**config.mk**
```make
export PLATFORM = sky130hd
export DESIGN_NAME = flu_wb_arbiter
export DESIGN_NICKNAME = d
export VERILOG_FILES = /design/src/rtl/flu_wb_arbiter.sv
export SDC_FILE = /design/constraint.sdc
export NUM_CORES = 1
export LEC_CHECK = 0
export BUFFER_PORTS_ARGS = -buffer_cell sky130_fd_sc_hd__buf_2
export CELL_PAD_IN_SITES_DETAIL_PLACEMENT = 1
export CELL_PAD_IN_SITES_GLOBAL_PLACEMENT = 2
export CORE_MARGIN = 2
export CORE_UTILIZATION = 37
export CTS_CLUSTER_DIAMETER = 200
export DETAILED_ROUTE_END_ITERATION = 8
export PLACE_DENSITY_LB_ADDON = 0.1
export SLEW_MARGIN = 0
export SYNTH_ARGS = -nofsm -noshare
export SYNTH_HDL_FRONTEND = slang
export SYNTH_SLANG_ARGS = --single-unit
export TNS_END_PERCENT = 10
```
**constraint.sdc**
```tcl
create_clock -name clk_i -period 7.32 [get_ports clk_i]
set_clock_uncertainty 0.2 [all_clocks]
set_input_delay 0.732 -clock clk_i [delete_from_list [all_inputs] [get_ports clk_i]]
set_output_delay 0.732 -clock clk_i [all_outputs]
set_load 0.03 [all_outputs]
```
**src/rtl/flu_wb_arbiter.sv**
```systemverilog
// flu_wb_arbiter: merges NR_CH fixed-latency FU result channels onto one registered writeback port.
// Latency: push in cycle c -> wb_valid_o in c+2 when uncontended; sustains 1 result/cycle.
// Backpressure: per-channel FIFO, ch_ready_o = !full from state only; FLU_WB_ARB_PERF_EN adds stall/conflict counters.

module flu_wb_fifo #(
    parameter int unsigned WIDTH = 8,
    parameter int unsigned DEPTH = 2
) (
    input  logic             clk_i,
    input  logic             rst_i,
    input  logic             flush_i,
    input  logic             push_i,
    input  logic [WIDTH-1:0] push_dat_i,
    input  logic             pop_i,
    output logic [WIDTH-1:0] head_dat_o,
    output logic             full_o,
    output logic             empty_o
);
    localparam int unsigned AW = $clog2(DEPTH);

    // Pointers carry one wrap bit so full and empty are distinguishable.
    logic [AW:0]      wr_ptr_q;
    logic [AW:0]      rd_ptr_q;
    logic [WIDTH-1:0] mem_q [DEPTH];
    logic             do_push;
    logic             do_pop;

    assign full_o     = (wr_ptr_q[AW] != rd_ptr_q[AW]) && (wr_ptr_q[AW-1:0] == rd_ptr_q[AW-1:0]);
    assign empty_o    = (wr_ptr_q == rd_ptr_q);
    assign do_push    = push_i && !full_o && !flush_i;
    assign do_pop     = pop_i && !empty_o && !flush_i;
    assign head_dat_o = mem_q[rd_ptr_q[AW-1:0]];

    always_ff @(posedge clk_i or posedge rst_i) begin
        if (rst_i) begin
            wr_ptr_q <= '0;
            rd_ptr_q <= '0;
        end else if (flush_i) begin
            wr_ptr_q <= '0;
            rd_ptr_q <= '0;
        end else begin
            if (do_push) wr_ptr_q <= wr_ptr_q + {{AW{1'b0}}, 1'b1};
            if (do_pop)  rd_ptr_q <= rd_ptr_q + {{AW{1'b0}}, 1'b1};
        end
    end

    always_ff @(posedge clk_i) begin
        if (do_push) mem_q[wr_ptr_q[AW-1:0]] <= push_dat_i;
    end
endmodule

module flu_wb_arbiter #(
    parameter int unsigned NR_CH      = 4,
    parameter int unsigned DATA_W     = 64,
    parameter int unsigned TID_W      = 3,
    parameter int unsigned FIFO_DEPTH = 2,
    parameter int unsigned PRIO_MODE  = 0
) (
    input  logic                      clk_i,
    input  logic                      rst_i,
    input  logic                      flush_i,
    input  logic [NR_CH-1:0]          ch_valid_i,
    output logic [NR_CH-1:0]          ch_ready_o,
    input  logic [NR_CH*DATA_W-1:0]   ch_result_i,
    input  logic [NR_CH*TID_W-1:0]    ch_tid_i,
    input  logic [NR_CH-1:0]          ch_ex_i,
    output logic                      wb_valid_o,
    input  logic                      wb_ready_i,
    output logic [DATA_W-1:0]         wb_result_o,
    output logic [TID_W-1:0]          wb_tid_o,
    output logic                      wb_ex_o,
    output logic [$clog2(NR_CH)-1:0]  wb_ch_o,
    output logic [31:0]               stall_cnt_o,
    output logic [31:0]               conflict_cnt_o
);
    localparam int unsigned CH_W = $clog2(NR_CH);
    localparam logic [CH_W-1:0] LAST_CH = CH_W'(NR_CH - 1);

    typedef struct packed {
        logic              ex;
        logic [TID_W-1:0]  tid;
        logic [DATA_W-1:0] result;
    } wb_ent_t;

    wb_ent_t           push_dat [NR_CH];
    wb_ent_t           head_dat [NR_CH];
    logic [NR_CH-1:0]  fifo_full;
    logic [NR_CH-1:0]  fifo_empty;
    logic [NR_CH-1:0]  non_empty;
    logic [NR_CH-1:0]  push_vld;
    logic [NR_CH-1:0]  pop_vld;

    wb_ent_t           wb_q;
    logic              wb_valid_q;
    logic [CH_W-1:0]   wb_ch_q;
    logic [CH_W-1:0]   rr_ptr_q;

    logic              out_free;
    logic              gnt_found;
    logic              gnt_vld;
    logic [CH_W-1:0]   gnt_idx;
    wb_ent_t           gnt_dat;
    int                cand;

    for (genvar g = 0; g < NR_CH; g++) begin : g_ch
        assign push_dat[g] = '{ex:     ch_ex_i[g],
                               tid:    ch_tid_i[g*TID_W +: TID_W],
                               result: ch_result_i[g*DATA_W +: DATA_W]};
        assign push_vld[g] = ch_valid_i[g] && !fifo_full[g] && !flush_i;
        assign pop_vld[g]  = gnt_vld && (gnt_idx == CH_W'(g));

        flu_wb_fifo #(
            .WIDTH ($bits(wb_ent_t)),
            .DEPTH (FIFO_DEPTH)
        ) u_fifo (
            .clk_i      (clk_i),
            .rst_i      (rst_i),
            .flush_i    (flush_i),
            .push_i     (push_vld[g]),
            .push_dat_i (push_dat[g]),
            .pop_i      (pop_vld[g]),
            .head_dat_o (head_dat[g]),
            .full_o     (fifo_full[g]),
            .empty_o    (fifo_empty[g])
        );
    end

    assign ch_ready_o = ~fifo_full;
    assign non_empty  = ~fifo_empty;
    assign out_free   = !wb_valid_q || wb_ready_i;
    assign gnt_vld    = gnt_found && out_free && !flush_i;

    always_comb begin
        gnt_found = 1'b0;
        gnt_idx   = '0;
        cand      = 0;
        if (PRIO_MODE == 1) begin
            // Descending scan leaves the lowest non-empty index selected.
            for (int i = int'(NR_CH) - 1; i >= 0; i--) begin
                if (non_empty[i]) begin
                    gnt_found = 1'b1;
                    gnt_idx   = CH_W'(i);
                end
            end
        end else begin
            for (int k = 1; k <= int'(NR_CH); k++) begin
                cand = int'(rr_ptr_q) + k;
                if (cand >= int'(NR_CH)) cand = cand - int'(NR_CH);
                if (!gnt_found && non_empty[cand]) begin
                    gnt_found = 1'b1;
                    gnt_idx   = CH_W'(cand);
                end
            end
        end
    end

    always_comb begin
        gnt_dat = head_dat[0];
        for (int i = 1; i < int'(NR_CH); i++) begin
            if (gnt_idx == CH_W'(i)) gnt_dat = head_dat[i];
        end
    end

    always_ff @(posedge clk_i or posedge rst_i) begin
        if (rst_i) begin
            wb_valid_q <= 1'b0;
            wb_q       <= '0;
            wb_ch_q    <= '0;
            rr_ptr_q   <= LAST_CH;
        end else if (flush_i) begin
            // An in-flight writeback is squashed along with the FIFOs.
            wb_valid_q <= 1'b0;
            rr_ptr_q   <= LAST_CH;
        end else begin
            if (out_free) wb_valid_q <= gnt_vld;
            if (gnt_vld) begin
                wb_q     <= gnt_dat;
                wb_ch_q  <= gnt_idx;
                rr_ptr_q <= gnt_idx;
            end
        end
    end

    assign wb_valid_o  = wb_valid_q;
    assign wb_result_o = wb_q.result;
    assign wb_tid_o    = wb_q.tid;
    assign wb_ex_o     = wb_q.ex;
    assign wb_ch_o     = wb_ch_q;

`ifdef FLU_WB_ARB_PERF_EN
    logic [31:0] stall_cnt_q;
    logic [31:0] conflict_cnt_q;

    always_ff @(posedge clk_i or posedge rst_i) begin
        if (rst_i) begin
            stall_cnt_q    <= '0;
            conflict_cnt_q <= '0;
        end else begin
            if (wb_valid_q && !wb_ready_i && (stall_cnt_q != '1))
                stall_cnt_q <= stall_cnt_q + 32'd1;
            if (gnt_vld && ($countones(non_empty) > 1) && (conflict_cnt_q != '1))
                conflict_cnt_q <= conflict_cnt_q + 32'd1;
        end
    end

    assign stall_cnt_o    = stall_cnt_q;
    assign conflict_cnt_o = conflict_cnt_q;
`else
    assign stall_cnt_o    = '0;
    assign conflict_cnt_o = '0;
`endif
endmodule

```
Word level (Yosys, flattened, before mapping)
Memory sizes are Yosys's and may differ from the RTL's.
Cells that the tools add are included.
Storage, ports and cells
  register bits: 89
  RAM bits: 544
  input bits: 280
  output and inout bits: 139
  word-level logic and storage cells: 178
  memories kept: 4
Operators by class
  $add $sub $neg: 16
  magnitude comparators: 8
  equal/unequal tests: 15
  multiplexer cells: 55
  bitwise operators: 3
  reductions and logical operators: 63
Memory list
  g_ch[0].u_fifo.mem_q: words 2, bits a word 68, read ports 1, clocked after memory_dff 0, wr ports 1, line 24  | logic [WIDTH-1:0] mem_q [DEPTH];
  g_ch[1].u_fifo.mem_q: words 2, bits a word 68, read ports 1, clocked after memory_dff 0, wr ports 1, line 24
  g_ch[2].u_fifo.mem_q: words 2, bits a word 68, read ports 1, clocked after memory_dff 0, wr ports 1, line 24
  g_ch[3].u_fifo.mem_q: words 2, bits a word 68, read ports 1, clocked after memory_dff 0, wr ports 1, line 24
Operator list (count)
  2-to-1 mux 68 bit: 3
  less-than comparator 32 x 4 -> 1 bit (second input constant): 4
  2-to-1 mux 32 bit: 4
  2-to-1 mux 2 bit: 22
  logical AND 1 bit: 37
  2-to-1 mux 1 bit: 22
  nonzero test 2 bit: 10
  adder 2 x 1 -> 2 bit (second input constant): 8
  logical NOT 1 bit: 13
  subtractor 3 x 3 -> 4 bit (second input constant): 3
  >= comparator 3 bit (second input constant): 3
  binary-select mux 1 bit (select 2 bit): 4
  == test 2 bit: 4
  inverter 4 bit: 2
  adder 2 x 2 -> 3 bit (second input constant): 2
  subtractor 4 x 3 -> 5 bit (second input constant): 1
  adder 2 x 3 -> 4 bit (second input constant): 1
  == test 1 bit: 4
  == test 2 bit (second input constant): 2
  >= comparator 4 x 3 -> 1 bit (second input constant): 1
  inequality test 1 bit: 4
  adder 2 x 1 -> 3 bit (second input constant): 1
  == test 2 x 1 -> 1 bit (second input constant): 1
  logical NOT 2 bit: 1
  3 further kinds: 3

Depth between registers and ports, before layout
  depth after elaboration: 23
  depth in mapped cells: 10
  gate-level depth less buffers: 6

Hierarchy
Synthesis repeated with hierarchy kept, for this count alone.
Unflattened totals
  cells, all modules: 1634
  area total of the unflattened synthesis: 26631.8 sq um
By module, submodules not included
  flu_wb_fifo: instances 4, cells an instance 244, area each 5185.0 sq um, sequential area each 4184.0 sq um
  flu_wb_arbiter: instances 1, cells an instance 658, area each 5891.9 sq um, sequential area each 1829.3 sq um

Worst setup path before layout
No wires, ideal clock.
  path type: reg-to-reg
  from: reg g_ch[3].u_fifo.wr_ptr_q[1]
  to: mem g_ch[3].u_fifo.mem_q[1][0] (netlist name) (enable)
  library setup time: 0.597 ns
  arrival: 6.341 ns
  required time: 6.523 ns
  setup slack: 0.182 ns
  cell stages (with the launch flop): 5
  path buffers: 0
  clock period less this slack: 7.138 ns
  path through: dfrtp_1 -> xnor2_2 -> nand2b_1 -> nand2_1 -> nor3b_1
On the way
  word-level cells in the longest chain between the ends: 9
RTL lines
  start: declaration: line 22  | logic [AW:0] wr_ptr_q;
  start signal: assignment: line 42  | if (do_push) wr_ptr_q <= wr_ptr_q + {{AW{1'b0}}, 1'b1};
  inequality test 1 bit *: line 28  | assign full_o = (wr_ptr_q[AW] != rd_ptr_q[AW]) && (wr_ptr_q[AW-1:0] == rd_ptr_q[AW-1:0]);
  logical AND 1 bit *: line 28
  logical NOT 1 bit *: line 30, 109
  logical AND 1 bit (2 in a row): line 109  | assign push_vld[g] = ch_valid_i[g] && !fifo_full[g] && !flush_i;
  logical AND 1 bit * (2 in a row): line 30  | assign do_push = push_i && !full_o && !flush_i;
  2-to-1 mux 1 bit *: line 48  | if (do_push) mem_q[wr_ptr_q[AW-1:0]] <= push_dat_i;
  2-to-1 mux 1 bit (not written as such) *: line 48
  end: declaration: line 24
Every way passes the cells marked *; elsewhere a longest branch is shown, timed or not.

Worst setup path after layout
  from: reg g_ch[0].u_fifo.rd_ptr_q[0]
  to: reg wb_q (netlist bit wb_result_o[16])
On the way
  word-level cells in the longest chain between the ends: 19
  elaborated cells on any way between the ends: 38
  those cells by class: 4 x eq/ne; 23 x mux; 1 x bitwise; 9 x reduce/logical; 1 x memory
RTL lines
  start: declaration: line 23  | logic [AW:0] rd_ptr_q;
  start signal: assignment: line 43  | if (do_pop) rd_ptr_q <= rd_ptr_q + {{AW{1'b0}}, 1'b1};
  == test 2 bit: line 29  | assign empty_o = (wr_ptr_q == rd_ptr_q);
  inverter 4 bit: line 129  | assign non_empty = ~fifo_empty;
  binary-select mux 1 bit (select 2 bit): line 149  | if (!gnt_found && non_empty[cand]) begin
  2-to-1 mux 1 bit (not written as such) (2 in a row): line 149
  2-to-1 mux 1 bit: line 149
  logical NOT 1 bit: line 149
  logical AND 1 bit: line 149
  2-to-1 mux 1 bit: line 149
  logical NOT 1 bit: line 149
  logical AND 1 bit: line 149
  2-to-1 mux 1 bit: line 149
  logical NOT 1 bit: line 149
  logical AND 1 bit: line 149
  2-to-1 mux 2 bit: line 149
  == test 2 x 1 -> 1 bit: line 160  | if (gnt_idx == CH_W'(i)) gnt_dat = head_dat[i];
  2-to-1 mux 68 bit (3 in a row): line 160
  end signal: assignment: line 177  | wb_q <= gnt_dat;
  end: declaration: line 93  | wb_ent_t wb_q;
Parallel ways exist; a longest one is shown, timed or not. The select of a mux whose other input is x is not followed.
A chain may end at the register's enable or synchronous reset.

==> impl_metrics.ini <==
[worst_setup_path]
cp-end-kind = flop
critical-path-slowest-cell = dfrtp_4
cp-startpoint = g_ch[0].u_fifo.rd_ptr_q[0]
path_class = flop to flop
crit_chain = xnor2_1 > nand4_1 > o221a_1 > nor2_4 > buf_4 > a221oi_1 > a22o_1
critical_path.max_stage_delay_ps = 760
critPathTopFamily = compound AO/OA/AOI/OAI gates
cp-start-kind = flop
crit_buf_inv = 1
arrival_ps = 4480
crit_fanout = 65
ff2ff_path_depth = 7
reg2reg_to = wb_result_o[16]
cp.depth = 7
r2r_start = g_ch[0].u_fifo.rd_ptr_q[0]
r2r_setup_slack_ps = 3130
crit_path_end = wb_result_o[16]
cp.required_ps = 7610

[yosys]
syn_area_per_cell_sq_um = 16.76
syn_area_sq_um = 25450
yosys_warnings = 0
postSynthCellCount = 1519
synth-edff-count = 544
ys_async_sr_fraction_pct = 14.06
yosysSeqAreaShare_pct = 72.94
synth_cell_types = 51
synthFlopType = edfxtp_1
ys_ff_latch = 633

[floorplanning]
rows = 96
core_area_sq_um = 68350
ios = 419
dieArea_sq_um = 70910
die_x_um = 266.3
start_util_pct = 37.24
die_y_um = 266.3

[hold_path]
min_path_type = input port to async pin

[grt]
overflow = 0
grtUsageTotal_pct = 20.76
grt_max_degree = 80
grt_first_pass_wirelength_um = 106600
antenna_found_initial = 21
grt_pass1_vias = 15760

[clocking]
clockRootBuffer = clkbuf_16
cts_hold_buf = 0
cts_num_sinks = 633
worstSkewPairLatency_ps = 610
cts_max_level = 3
clk_pin_slew_ps = 60
cts_setup_buffers = 0
numCtsBuffers = 72
cts_resized = 0
clk_path_buf_depth = 3
cts_tree = done

[sta]
finalSetupViolations = 0
rsz0062_at_grt = false
tns_ps = 0
relSlewSlack_pct = 22.49
hold_viol_final = 0
min_period_ps = 4193
min_period_over_period_pct = 57.28
fmax_mhz = 238.5
drv_slew = 0
hold_ws_ps = 56.66
worst_slew_pin_slew_ps = 1163

[routing]
drt_pre_antenna_iters = 4
dr_wl_met3_um = 3548
via_per_inst = 5.266
vias = 14830
drt_iter0_markers = 853
wl_um = 74120
remaining_drc_errors = 0
top_layer_used = met5
wl_met2_um = 37000
wl_per_cell_um = 26.31
wl_met1_um = 32130
antenna_left = 0

[power]
powerDensity_nw_per_um2 = 392.0
vdd_drop_max_uv = 239.7
p_leak_nw = 10.61

[finish]
areaGrowthSynthToFinish_pct = 18.42
fin_nets = 2154
drive_gt1_share_pct = 29.91

[flow_run]
maxCapViolations = 0

[run_status]
outcome = finished clean

[place]
portBuffers = 354
dp_hpwl_um = 45770
gp_congestion = 0.7575
==> cell usage after synthesis (2+ instances only) <==
| library cell | instances | area, sq um |
|---|---|---|
| a221oi_1 | 48 | 420.4 |
| a311oi_1 | 2 | 17.52 |
| dfrtp_1 | 87 | 2177 |
| a22o_1 | 68 | 595.6 |
| nor3b_1 | 4 | 30.03 |
| buf_6 | 15 | 168.9 |
| nand2_1 | 14 | 52.55 |
| buf_4 | 65 | 488.0 |
| a21oi_1 | 2 | 10.01 |
| dfstp_2 | 2 | 52.55 |
| o211ai_1 | 2 | 15.01 |
| clkbuf_1 | 65 | 244.0 |
| buf_2 | 17 | 85.08 |
| xnor2_1 | 9 | 78.83 |
| edfxtp_1 | 544 | 16340 |
| nor3_1 | 5 | 25.02 |
| o21ai_1 | 48 | 240.2 |
| o41ai_1 | 4 | 35.03 |
| and2_1 | 3 | 18.77 |
| xor2_1 | 6 | 52.55 |
| nand3_1 | 6 | 30.03 |
| inv_1 | 3 | 11.26 |
| nand2b_1 | 6 | 37.54 |
| o311ai_0 | 2 | 17.52 |
| mux2i_1 | 136 | 1361 |
| o311ai_1 | 2 | 17.52 |
| a221oi_2 | 20 | 300.3 |
| nor2b_1 | 136 | 850.8 |
| buf_1 | 3 | 11.26 |
| o21ai_0 | 24 | 120.1 |
| a211oi_2 | 42 | 525.5 |
| a211oi_1 | 94 | 705.7 |
| xnor2_2 | 5 | 81.33 |
| nor2_1 | 13 | 48.80 |
==> per-layer routing <==
metal	track usage (%)	vias to the layer above
met3	4.455	116
li1	-	6616
met4	5.299	16
met5	0	-
met2	35.17	372
met1	27.11	7713
==> per-stage QoR <==
stage	area, sq um	setup slack [ps]	std cells	total power [mW]	utilization [%]
3_3_place_gp	27870	3102	2682	8.433	40.78
2_1_floorplan	25690	182.5	1582	7.283	-
6_report	30140	3127	2817	11.82	44.10
5_1_grt	30140	2891	2817	12.39	44.10
4_1_cts	30130	3046	2811	11.99	44.08
3_5_place_dp	27870	3070	2682	8.490	40.78
==> power by group <==
part | internal [mW] | switching [mW]
registers | 4.34 | 0.375
logic | 1.19 | 2.44
clock network | 2.04 | 1.43
total | 7.57 | 4.25
==> worst register-to-register path, delay by kind of cell, from the launching register on <==
| family | cells | cell delay, ps |
|---|---|---|
| and+or+nand+nor | 2 | 920 |
| buffers and inverters | 1 | 650 |
| AOI/OAI and AO/OA | 3 | 980 |
| DFF | 1 | 760 |
| xor gates and xnor gates | 1 | 580 |
==> layout by cell type, fill, tap and decap left out, drive strengths merged, types with 3 or more instances in the layout <==
cell and n:
nand2b 6, o41ai 4, clkinv 21, conb 64, a221oi 68, xor2 6, o311ai 5, diode 6
a21oi 3, inv 6, xnor2 14, dfrtp 87, mux2i 136, buf 383, nor3b 4, o21ai 73
clkbuf 103, edfxtp 544, a22o 68, nor2b 136, nand2 14, nor3 5, nand3 6, and2 3
nor2 14, a211oi 136
==> registers in the layout (all words and copies together), names as in the netlist <==
| signal | cells |
|---|---|
| g_ch.u_fifo.mem_q | 544 |
| wb_result_o | 64 |
| g_ch.u_fifo.rd_ptr_q | 8 |
| g_ch.u_fifo.wr_ptr_q | 8 |
| wb_tid_o | 3 |
| rr_ptr_q | 2 |
| wb_ch_o | 2 |
| wb_ex_o | 1 |
| wb_valid_o | 1 |
==> area by class of cell <==
type	instances	area (sq um)
multi-input cells	781	6183
fillers	6727	38200
diodes	6	15.01
inverters	3	13.76
flip-flops and latches	633	18580
clock inverters	26	183.9
clock buffers	103	2072
well taps	882	1104
repair buffers	383	1989
==> kinds of logic (layout without fill, tap and decap cells) <==
kind of cell | Yosys count | after routing | share of synthesized area [%]
flops | 633 | 633 | 72.94
compound gates | 367 | 367 | 12.31
other cells | 1 | 70 | 0.01473
buf+inv | 168 | 515 | 3.962
simple gates | 194 | 194 | 4.586
mux | 136 | 136 | 5.348
xor+xnor | 20 | 20 | 0.8357
==> worst min path at each step <==
stage                                from  cells after the start  slack [ps]                     endpoint
3_3_place_gp              wb_result_o[61]                      1         290              wb_result_o[61]
6_report                            rst_i                      2          60              wb_result_o[46]
2_1_floorplan  g_ch[2].u_fifo.rd_ptr_q[1]                      1         270   g_ch[2].u_fifo.rd_ptr_q[1]
4_1_cts                             rst_i                      2          60              wb_result_o[47]
3_5_place_dp               wb_result_o[2]                      1         290               wb_result_o[2]
5_1_grt                  ch_result_i[152]                      1          70  g_ch[2].u_fifo.mem_q[0][24]
(Power assumes the default switching activity.)
